[src/rtl/hazard_unit_pkg.sv]
// Shared definitions for the mips32 hazard unit: FSM encodings, control-bit
// indices and the load-use compare.
package hazard_unit_pkg;

    localparam int CONTROL_SIZE = 10;
    localparam int CTRL_MEMREAD = 4;
    localparam int CTRL_BRANCH  = 2;

    typedef enum logic {
        HZ_IDLE  = 1'b0,
        HZ_JWAIT = 1'b1
    } hz_state_t;

    // Register 0 is hardwired, so a load targeting it never creates a hazard.
    function automatic logic load_use(input logic       mem_read,
                                      input logic [4:0] idex_rt,
                                      input logic [4:0] ifid_rs,
                                      input logic [4:0] ifid_rt);
        return mem_read && (idex_rt != 5'd0) &&
               ((idex_rt == ifid_rs) || (idex_rt == ifid_rt));
    endfunction

endpackage

[src/rtl/hazard_unit_if.sv]
// Signal bundle between the ID-stage pipeline logic and the hazard unit.
interface hazard_unit_if #(
    parameter int STALL_CNT_W = 8
);
    logic                   isJump;
    logic [4:0]             ifidRs;
    logic [4:0]             ifidRt;
    logic                   idexMemRead;
    logic [4:0]             idexRt;
    logic                   memBranch;
    logic                   pcWrite;
    logic                   ifidWrite;
    logic                   ifidFlush;
    logic                   controlNop;
    logic                   jumpTimeout;
    logic [STALL_CNT_W-1:0] stallCount;

    modport master (
        output isJump, ifidRs, ifidRt, idexMemRead, idexRt, memBranch,
        input  pcWrite, ifidWrite, ifidFlush, controlNop, jumpTimeout, stallCount
    );

    modport slave (
        input  isJump, ifidRs, ifidRt, idexMemRead, idexRt, memBranch,
        output pcWrite, ifidWrite, ifidFlush, controlNop, jumpTimeout, stallCount
    );
endinterface

[src/rtl/hazard_unit.sv]
// Hazard detection beside ID: load-use stall and jump bubble hold until the
// target is loaded in MEM (or a wait timeout forces release).
//
// state    | meaning
// ---------+-----------------------------------------------------------
// HZ_IDLE  | normal flow; load-use stall or jump entry decided here
// HZ_JWAIT | jump in flight; inject bubbles until memBranch or timeout
module hazard_unit
    import hazard_unit_pkg::*;
#(
    parameter int JUMP_WAIT_MAX = 4,
    parameter int STALL_CNT_W   = 8
) (
    input  logic          clock,
    input  logic          reset,
    hazard_unit_if.slave  hz
);

    hz_state_t              state, state_nxt;
    logic [2:0]             wait_cnt, wait_nxt;
    logic [STALL_CNT_W-1:0] stall_cnt;
    logic                   pc_we, ifid_we, flush, nop, timeout;
    logic                   hazard_ld;

    assign hazard_ld = load_use(hz.idexMemRead, hz.idexRt, hz.ifidRs, hz.ifidRt);

    always_ff @(posedge clock or negedge reset) begin
        if (!reset) begin
            state    <= HZ_IDLE;
            wait_cnt <= 3'd0;
        end else begin
            state    <= state_nxt;
            wait_cnt <= wait_nxt;
        end
    end

    always_comb begin
        state_nxt = state;
        wait_nxt  = wait_cnt;
        pc_we     = 1'b1;
        ifid_we   = 1'b1;
        flush     = 1'b0;
        nop       = 1'b0;
        timeout   = 1'b0;
        // Outputs are forced to their pass-through values while reset is held.
        if (reset) begin
            unique case (state)
                HZ_IDLE: begin
                    if (hazard_ld) begin
                        pc_we   = 1'b0;
                        ifid_we = 1'b0;
                        nop     = 1'b1;
                    end else if (hz.isJump) begin
                        pc_we     = 1'b0;
                        flush     = 1'b1;
                        state_nxt = HZ_JWAIT;
                        wait_nxt  = 3'd1;
                    end
                end
                HZ_JWAIT: begin
                    flush = 1'b1;
                    nop   = 1'b1;
                    if (hz.memBranch) begin
                        state_nxt = HZ_IDLE;
                        wait_nxt  = 3'd0;
                    end else if (wait_cnt == 3'(JUMP_WAIT_MAX)) begin
                        timeout   = 1'b1;
                        state_nxt = HZ_IDLE;
                        wait_nxt  = 3'd0;
                    end else begin
                        pc_we    = 1'b0;
                        wait_nxt = wait_cnt + 3'd1;
                    end
                end
                default: state_nxt = HZ_IDLE;
            endcase
        end
    end

    always_ff @(posedge clock or negedge reset) begin
        if (!reset)
            stall_cnt <= '0;
        else if (!pc_we && (stall_cnt != '1))
            stall_cnt <= stall_cnt + 1'b1;
    end

    assign hz.pcWrite     = pc_we;
    assign hz.ifidWrite   = ifid_we;
    assign hz.ifidFlush   = flush;
    assign hz.controlNop  = nop;
    assign hz.jumpTimeout = timeout;
    assign hz.stallCount  = stall_cnt;

endmodule

[src/flat_wrapper.sv]
// flat-port wrapper written by rule: the top's interface ports become plain ports
module hazard_unit_flat import hazard_unit_pkg::*;
#(
    parameter int JUMP_WAIT_MAX = 4,
    parameter int STALL_CNT_W   = 8
)
  (clock, reset, hz_isJump, hz_ifidRs, hz_ifidRt, hz_idexMemRead, hz_idexRt, hz_memBranch, hz_pcWrite, hz_ifidWrite, hz_ifidFlush, hz_controlNop, hz_jumpTimeout, hz_stallCount);
  hazard_unit_if #(.STALL_CNT_W(STALL_CNT_W)) hz_i ();
  input  logic clock;
  input  logic reset;
  input wire logic [$bits(hz_i.isJump)-1:0] hz_isJump;
  input wire logic [$bits(hz_i.ifidRs)-1:0] hz_ifidRs;
  input wire logic [$bits(hz_i.ifidRt)-1:0] hz_ifidRt;
  input wire logic [$bits(hz_i.idexMemRead)-1:0] hz_idexMemRead;
  input wire logic [$bits(hz_i.idexRt)-1:0] hz_idexRt;
  input wire logic [$bits(hz_i.memBranch)-1:0] hz_memBranch;
  output wire logic [$bits(hz_i.pcWrite)-1:0] hz_pcWrite;
  output wire logic [$bits(hz_i.ifidWrite)-1:0] hz_ifidWrite;
  output wire logic [$bits(hz_i.ifidFlush)-1:0] hz_ifidFlush;
  output wire logic [$bits(hz_i.controlNop)-1:0] hz_controlNop;
  output wire logic [$bits(hz_i.jumpTimeout)-1:0] hz_jumpTimeout;
  output wire logic [$bits(hz_i.stallCount)-1:0] hz_stallCount;
  assign hz_i.isJump = hz_isJump;
  assign hz_i.ifidRs = hz_ifidRs;
  assign hz_i.ifidRt = hz_ifidRt;
  assign hz_i.idexMemRead = hz_idexMemRead;
  assign hz_i.idexRt = hz_idexRt;
  assign hz_i.memBranch = hz_memBranch;
  assign hz_pcWrite = hz_i.pcWrite;
  assign hz_ifidWrite = hz_i.ifidWrite;
  assign hz_ifidFlush = hz_i.ifidFlush;
  assign hz_controlNop = hz_i.controlNop;
  assign hz_jumpTimeout = hz_i.jumpTimeout;
  assign hz_stallCount = hz_i.stallCount;
  hazard_unit #(.JUMP_WAIT_MAX(JUMP_WAIT_MAX), .STALL_CNT_W(STALL_CNT_W)) u_core (.clock(clock), .reset(reset), .hz(hz_i));
endmodule
[config.mk]
export PLATFORM = sky130hd
export DESIGN_NAME = hazard_unit_flat
export DESIGN_NICKNAME = d
export VERILOG_FILES = /design/src/rtl/hazard_unit_pkg.sv /design/src/rtl/hazard_unit_if.sv /design/src/rtl/hazard_unit.sv /design/src/flat_wrapper.sv
export SDC_FILE = /design/constraint.sdc
export NUM_CORES = 1
export LEC_CHECK = 0
export BUFFER_PORTS_ARGS = -buffer_cell sky130_fd_sc_hd__buf_4
export CAP_MARGIN = 25
export CORE_MARGIN = 5
export CORE_UTILIZATION = 53
export CTS_BUF_LIST = sky130_fd_sc_hd__clkbuf_16
export DETAILED_ROUTE_END_ITERATION = 6
export GPL_TIMING_DRIVEN = 0
export PLACE_DENSITY = 0.81
export SLEW_MARGIN = 20
export SYNTH_ARGS = -nofsm -noshare
export SYNTH_HDL_FRONTEND = slang
export SYNTH_SLANG_ARGS = --single-unit
export TNS_END_PERCENT = 30
[constraint.sdc]
create_clock -name clock -period 4.2 [get_ports clock]
set_input_delay 0.42 -clock clock [delete_from_list [all_inputs] [get_ports clock]]
set_output_delay 0.42 -clock clock [all_outputs]
set_load 0.1 [all_outputs]
==> impl_metrics.yaml, run 1 <==
yosys:
  synth_top_family_by_area: "simple AND/OR/NAND/NOR gates"
  synth_area_um2: 968.4
  synth_mux_area_frac: 0.01550
  avgSynthCellArea_um2: 9.223
  synth_compound_area_frac: 0.2016
  synth.area.top_cells: "dfrtp_1 31%, xnor2_1 15%, ha_1 3.9%, nand3_1 3.6%, nor3_1 3.6%"
  yosys_warnings: 0
  synth_fp_nets: 128
  syn_inst: 105
  synth_xor_xnor_area_share: 0.1537
  synth.top_cell.area_share: 0.3101
  synth_top_flop_cell: "dfrtp_1"
  synth_seq_cells: 12
  synthDistinctLibCells: 34
  synth-edff-count: 0
  synth-simple-area-share: 0.2364
  async_reset_ff_frac: 1.000
  yosys.area_share.adder: 0.03876
  yosysTopAreaCell: "dfrtp_1"
  yosysSeqAreaShare: 0.3101
global_route:
  antenna_found_initial: 0
  grt_pass1_vias: 873
  grt_overflow: 0
  grt_pass1_wl_um: 3953
  grt.total_usage: 0.1963
  grt_max_degree: 14
power:
  power_uw: 894.2
  pwr_density_cell_nw_per_um2: 680.0
  swShare: 0.5276
  ir_drop_v: 0.0005157
  power_frac_comb: 0.565
  p_sw_uw: 471.7
  seq_power_share: 0.241
  p_leak_uw: 0.0005629
  p_int_uw: 422.4
  clock_power_share: 0.194
setup_path:
  worstSetupPathType: "in2out"
  critical_path.startpoint_type: "input port"
  crit_family: "buffers and inverters"
  crit_buf_inv: 3
  crit_arrival_ns: 1.88
  crit_top_cell: "buf_4"
  cp_max_fo: 10
  crit_path_end_kind: "output pin"
  crit_path_cell_trace: "buf_4 -> xnor2_1 -> nand2_1 -> o22ai_1 -> buf_4 -> and2b_1 -> o21a_1 -> buf_4"
  slowest_delay_ns: 0.28
  critPathSlowestCell: "buf_4"
  worst_ep_required_time_ns: 3.78
timing:
  skew_ns: 0.001501
  rsz0062_at_grt: "no"
  fmax_ghz: 0.4348
  finalSetupViolCount: 0
  setup_tns_ns: 0
  maxSlewHeadroom: 0.7004
  slew_violations: 0
  min_period_ns: 2.300
  worst_slew_pin_slew_ns: 0.4494
  hold_viol: 0
  period_share: 0.5476
clock_tree:
  cts_tree: "built"
  cts_max_level: 1
  cts.sinks: 12
  cts_setup_buffers: 0
  cts-root-buf: "clkbuf_16"
  clk_path_buf_depth: 2
  cts_hold_buf: 0
  cts-resized-gates: 0
  path_clk_slew_ns: 0.04
  insertion_delay_ns: 0.24
  cts_made_buffers: 3
floorplanning:
  start_util: 0.5609
  core_area_um2: 1727
  die_x_um: 52.75
  row_count: 15
  boundaryPins: 33
  die_h_um: 52.75
  dieArea_um2: 2782
route:
  dr.first_iter.drc_count: 10
  viasPerCell: 5.400
  drtAntennaViolNets: 0
  drc: 0
  dr.pass1.iters: 4
  vias: 891
  wirelength_um: 2374
  wl_per_cell_um: 14.39
layout:
  layout.nets: 165
  drive_gt1_frac: 0.3643
  syn_to_final_growth_pct: 35.79
  register_area_um2: 300.3
  multi_input_area_um2: 625.6
  fillers: 135
  antenna_cells: 0
  final_util: 0.7616
place:
  dp_hpwl_um: 1868
  place_congestion: 0.8590
  portBuffers: 32
job:
  cap_violations: 0
status:
  status: "finished clean"
worst_hold_path:
  hold_path.class: "in2async"
==> per-stage QoR <==
| step | hold WS, ns | setup slack, ns | instances | cell area, µm² |
|---|---|---|---|---|
| after floorplan | 0.1244 | 1.369 | 105 | 968.4 |
| after global placement | 0.2707 | 1.966 | 162 | 1240 |
| after detailed placement | 0.2742 | 1.917 | 162 | 1240 |
| after CTS | 0.02035 | 1.904 | 165 | 1315 |
| after global routing | 0.02584 | 1.808 | 165 | 1315 |
| final | 0.01557 | 1.900 | 165 | 1315 |
==> final timing paths <==
kind                       slack (ns)                                  end  cells past startpoint                                 from
min in group clock               0.40       u_core.wait_cnt[2]$_DFFE_PN0P_                      2                         hz_memBranch
max in group asynchronous        4.02  u_core.hz.stallCount[0]$_DFFE_PN0P_                      1                                reset
min reg2reg                      0.50  u_core.hz.stallCount[7]$_DFFE_PN0P_                      1  u_core.hz.stallCount[7]$_DFFE_PN0P_
max                              1.90                        hz_controlNop                      8                         hz_idexRt[2]
min                              0.02       u_core.wait_cnt[1]$_DFFE_PN0P_                      1                                reset
max reg2reg                      2.30  u_core.hz.stallCount[1]$_DFFE_PN0P_                      6  u_core.hz.stallCount[0]$_DFFE_PN0P_
==> Yosys cell counts, types with 2 or more instances <==
cell	instances
o22ai_1	2
nor4_1	5
a21oi_2	2
and4_1	2
nor3_1	7
nand2_1	7
xnor2_1	17
ha_1	3
a21oi_1	6
inv_1	6
nand3_1	7
dfrtp_1	12
buf_4	2
nor2_1	5
a31oi_1	3
==> flip-flops by register name, summed over array words and instances (netlist names) <==
register and flops:
u_core.hz.stallCount 8, u_core.wait_cnt 3, u_core.state 1
==> power by group through the flow <==
stage	Combinational, µW	Clock (µW)	Sequential, µW
after floorplan	195	0	411
after global placement	497	0	214
after detailed placement	506	0	216
after CTS	507	175	215
after global routing	532	181	225
final	505	174	216
==> kinds of logic (layout without fill, tap and decap cells) <==
family / count (synthesis) / after routing
buffers and inverters: 9 / 44
DFF: 12 / 12
muxes: 1 / 1
adders and majority gates: 3 / 3
AOI/OAI and AO/OA: 23 / 23
xor gates and xnor gates: 17 / 17
and+or+nand+nor: 40 / 40
==> metal layers <==
layer | vias to the layer above | share of wire | global-route usage
met1 | 411 | 0.46 | 0.2509
li1 | 454 | - | -
met3 | 4 | 0.046 | 0.04274
met5 | - | 0 | 0
met2 | 22 | 0.48 | 0.3140
met4 | 0 | 0.016 | 0.08511
==> final cells by class <==
cell class	instances	share of cell area
buffer	3	0.01522
clock buffer	3	0.05709
inverter	6	0.01713
multi-input combinational	84	0.4757
sequential	12	0.2284
tap	25	0.02379
timing repair buffer	32	0.1827
==> cells in the final DEF, fill, tap and decap left out <==
| master | instances |
|---|---|
| a21bo_4 | 1 |
| o22a_1 | 1 |
| a21oi_1 | 6 |
| o21ai_4 | 1 |
| o22ai_2 | 1 |
| clkbuf_16 | 3 |
| nand4_1 | 1 |
| nand3_1 | 7 |
| and3_1 | 1 |
| and2b_1 | 1 |
| ha_1 | 3 |
| a21oi_4 | 1 |
| nor3_4 | 1 |
| nor2_2 | 1 |
| a2bb2oi_1 | 1 |
| a31oi_1 | 3 |
| inv_1 | 6 |
| xnor2_1 | 17 |
| nor3_2 | 1 |
| nor4_1 | 5 |
| a21oi_2 | 2 |
| nor3_1 | 7 |
| buf_2 | 1 |
| mux2_4 | 1 |
| o21ai_2 | 1 |
| o31ai_2 | 1 |
| nor2_1 | 5 |
| dfrtp_1 | 12 |
| buf_4 | 34 |
| o21a_1 | 1 |
| o22ai_1 | 2 |
| o32ai_1 | 1 |
| and4_1 | 2 |
| nand4_2 | 1 |
| nand2_1 | 7 |
(Power assumes the default switching activity.)
==> run 2, diff against run 1 <==
--- a/config.mk
+++ b/config.mk
@@ -8,11 +8,11 @@
 export BUFFER_PORTS_ARGS = -buffer_cell sky130_fd_sc_hd__buf_4
 export CAP_MARGIN = 25
 export CORE_MARGIN = 5
-export CORE_UTILIZATION = 53
+export CORE_UTILIZATION = 44
 export CTS_BUF_LIST = sky130_fd_sc_hd__clkbuf_16
 export DETAILED_ROUTE_END_ITERATION = 6
 export GPL_TIMING_DRIVEN = 0
-export PLACE_DENSITY = 0.81
+export PLACE_DENSITY = 0.71
 export SLEW_MARGIN = 20
 export SYNTH_ARGS = -nofsm -noshare
 export SYNTH_HDL_FRONTEND = slang
==> constraint.sdc (replaced) <==
create_clock -name clock -period 1.9 [get_ports clock]
set_input_delay 0.19 -clock clock [delete_from_list [all_inputs] [get_ports clock]]
set_output_delay 0.19 -clock clock [all_outputs]
set_load 0.1 [all_outputs]
==> run 2 against run 1 <==
Combinational power increased by 150%; highest routed layer unchanged; wire length increased by 6.5%; largest cell class unchanged; worst hold slack improved by 0.18 ns; utilization decreased by 7.9 points; count of clock-buffer cells in the layout unchanged; power increased by 140%; register-to-register slack got worse by 2.2 ns; critical endpoint is now u_core.hz.stallCount[1]$_DFFE_PN0P_; sequential cell count unchanged; first-iteration DRC count increased by 120%; non-clock buffer count increased by 9.
==> impl_metrics.yaml, run 2 (synthesis results as in run 1) <==
status:
  status: "finished clean"
layout:
  syn_to_final_growth_pct: 51.42
  final_common_cell: "buf_4"
  layout.nets: 174
  final_cell_mix: "40 x buf_4, 17 x xnor2_1, 10 x dfrtp_1, 7 x nand2_1, 7 x nor3_1"
  antenna_cells: 0
  largest_reg_flops: 8
  drive_gt1_frac: 0.4400
  finalInstanceArea_um2: 1466
setup_path:
  rr_startpoint: "u_core.hz.stallCount[0]$_DFFE_PN0P_"
  cp.depth: 6
  crit_buf_inv: 0
  cp_max_fo: 7
  worstSetupPathType: "reg2reg"
  rr_endpoint: "u_core.hz.stallCount[1]$_DFFE_PN0P_"
  worst_r2r_path_depth: 6
  critical_path.startpoint_type: "flip-flop"
  r2r_setup_slack_ns: 0.10
  crit_path_end_kind: "flip-flop"
  crit_arrival_ns: 1.92
  worst_ep_required_time_ns: 2.02
  critPathSlowestCell: "dfrtp_2"
  crit_path_cell_trace: "ha_2 -> nand3_2 -> o22ai_4 -> nor2_1 -> a21oi_2 -> mux2_4"
  slowest_delay_ns: 0.42
  crit_family: "compound AO/OA/AOI/OAI gates"
timing:
  hold_viol: 0
  setup_tns_ns: 0
  rsz0062_at_grt: "no"
  min_period_ns: 1.797
  slew_violations: 0
  finalSetupViolCount: 0
  period_share: 0.9457
  worst_slew_pin_slew_ns: 0.5606
  skew_ns: 0.003644
  fmax_ghz: 0.5565
  maxSlewHeadroom: 0.6250
route:
  dr.pass1.iters: 4
  wl_per_cell_um: 14.21
  drc: 0
  viasPerCell: 5.303
  wirelength_um: 2529
  dr.first_iter.drc_count: 22
  drtAntennaViolNets: 0
  vias: 944
power:
  swShare: 0.5169
  seq_power_share: 0.230
  p_leak_uw: 0.0006178
  power_frac_comb: 0.586
  ir_drop_v: 0.001326
  p_sw_uw: 1091
  clock_power_share: 0.184
  pwr_density_cell_nw_per_um2: 1440
  p_int_uw: 1020
clock_tree:
  insertion_delay_ns: 0.24
  clk_path_buf_depth: 2
  cts.sinks: 12
  path_clk_slew_ns: 0.04
  cts_made_buffers: 3
  cts_max_level: 1
  cts-root-buf: "clkbuf_16"
  cts_tree: "built"
floorplanning:
  boundaryPins: 33
  die_h_um: 56.92
  die_x_um: 56.92
  start_util: 0.4508
  row_count: 17
  dieArea_um2: 3239
  core_area_um2: 2148
global_route:
  antenna_found_initial: 0
  grt_overflow: 0
  grt_max_degree: 13
  grt_pass1_vias: 1010
  grt_pass1_wl_um: 4340
  grt.total_usage: 0.1649
worst_hold_path:
  whs_path_depth: 2
  hold_start: "hz_memBranch"
  hold_path.class: "in2reg"
  worstHoldEndpoint: "u_core.wait_cnt[2]$_DFFE_PN0P_"
place:
  placed_area_um2: 1255
  dp_hpwl_um: 1830
  place_congestion: 0.7682
  portBuffers: 32
job:
  cap_violations: 0
## run 2: power groups by stage
stage          combinational (µW)  sequential [µW]  clock, µW
6_report                     1240              486        388
5_1_grt                      1310              504        407
4_1_cts                      1160              481        390
3_5_place_dp                 1120              482          0
3_3_place_gp                 1110              479          0
2_1_floorplan                 435              914          0
## run 2: metal layers
metal	vias to the layer above	track usage	wire (µm)
met5	-	0	0
met4	0	0.04967	33
met3	5	0.02989	96
met2	24	0.3002	1282
met1	441	0.1941	1116
li1	474	-	-
## run 2: layout make-up
class                           count  area, µm²
Fill cell                         178      681.9
Clock inverter                      1      3.754
Multi-Input combinational cell     84      680.7
Timing Repair Buffer               41      326.6
Buffer                              3      20.02
Clock buffer                        3      75.07
Sequential cell                    12      302.8
Inverter                            6      22.52
Tap cell                           28      35.03
## run 2: worst register-to-register path, cell delays in order (launching register included)
cell	delay [ns]
dfrtp_2	0.42
ha_2	0.26
nand3_2	0.15
o22ai_4	0.24
nor2_1	0.09
a21oi_2	0.20
mux2_4	0.31
## run 2: how the worst max path moves through the flow
stage                                              from                                  end  slack, ns
floorplan           u_core.hz.stallCount[3]$_DFFE_PN0P_  u_core.hz.stallCount[1]$_DFFE_PN0P_      -0.28
global placement                           hz_idexRt[4]                        hz_controlNop       0.07
detailed placement                         hz_idexRt[0]                        hz_controlNop       0.05
CTS                      u_core.wait_cnt[0]$_DFFE_PN0P_                           hz_pcWrite       0.02
global route             u_core.wait_cnt[0]$_DFFE_PN0P_  u_core.hz.stallCount[7]$_DFFE_PN0P_       0.01
finish              u_core.hz.stallCount[0]$_DFFE_PN0P_  u_core.hz.stallCount[1]$_DFFE_PN0P_       0.10
## run 2: through the flow
step	hold slack, ns	total power [µW]	utilization	std cells	setup WS, ns
after floorplan	-0.1056	1349	-	105	-0.2827
after CTS	0.1933	2033	0.6395	171	0.02209
final	0.1942	2111	0.6826	178	0.1032
after detailed placement	0.04440	1606	0.5842	165	0.05225
after global routing	0.2051	2221	0.6826	178	0.009732
after global placement	0.04320	1585	0.5842	165	0.06782
## run 2: timing repair
action,CTS,global route
setup buffers,1,7
endpoints found under the hold margin,12,0
hold buffers,1,0
pin swaps,1,3
endpoints found under the setup margin,1,7
resized for setup,5,8
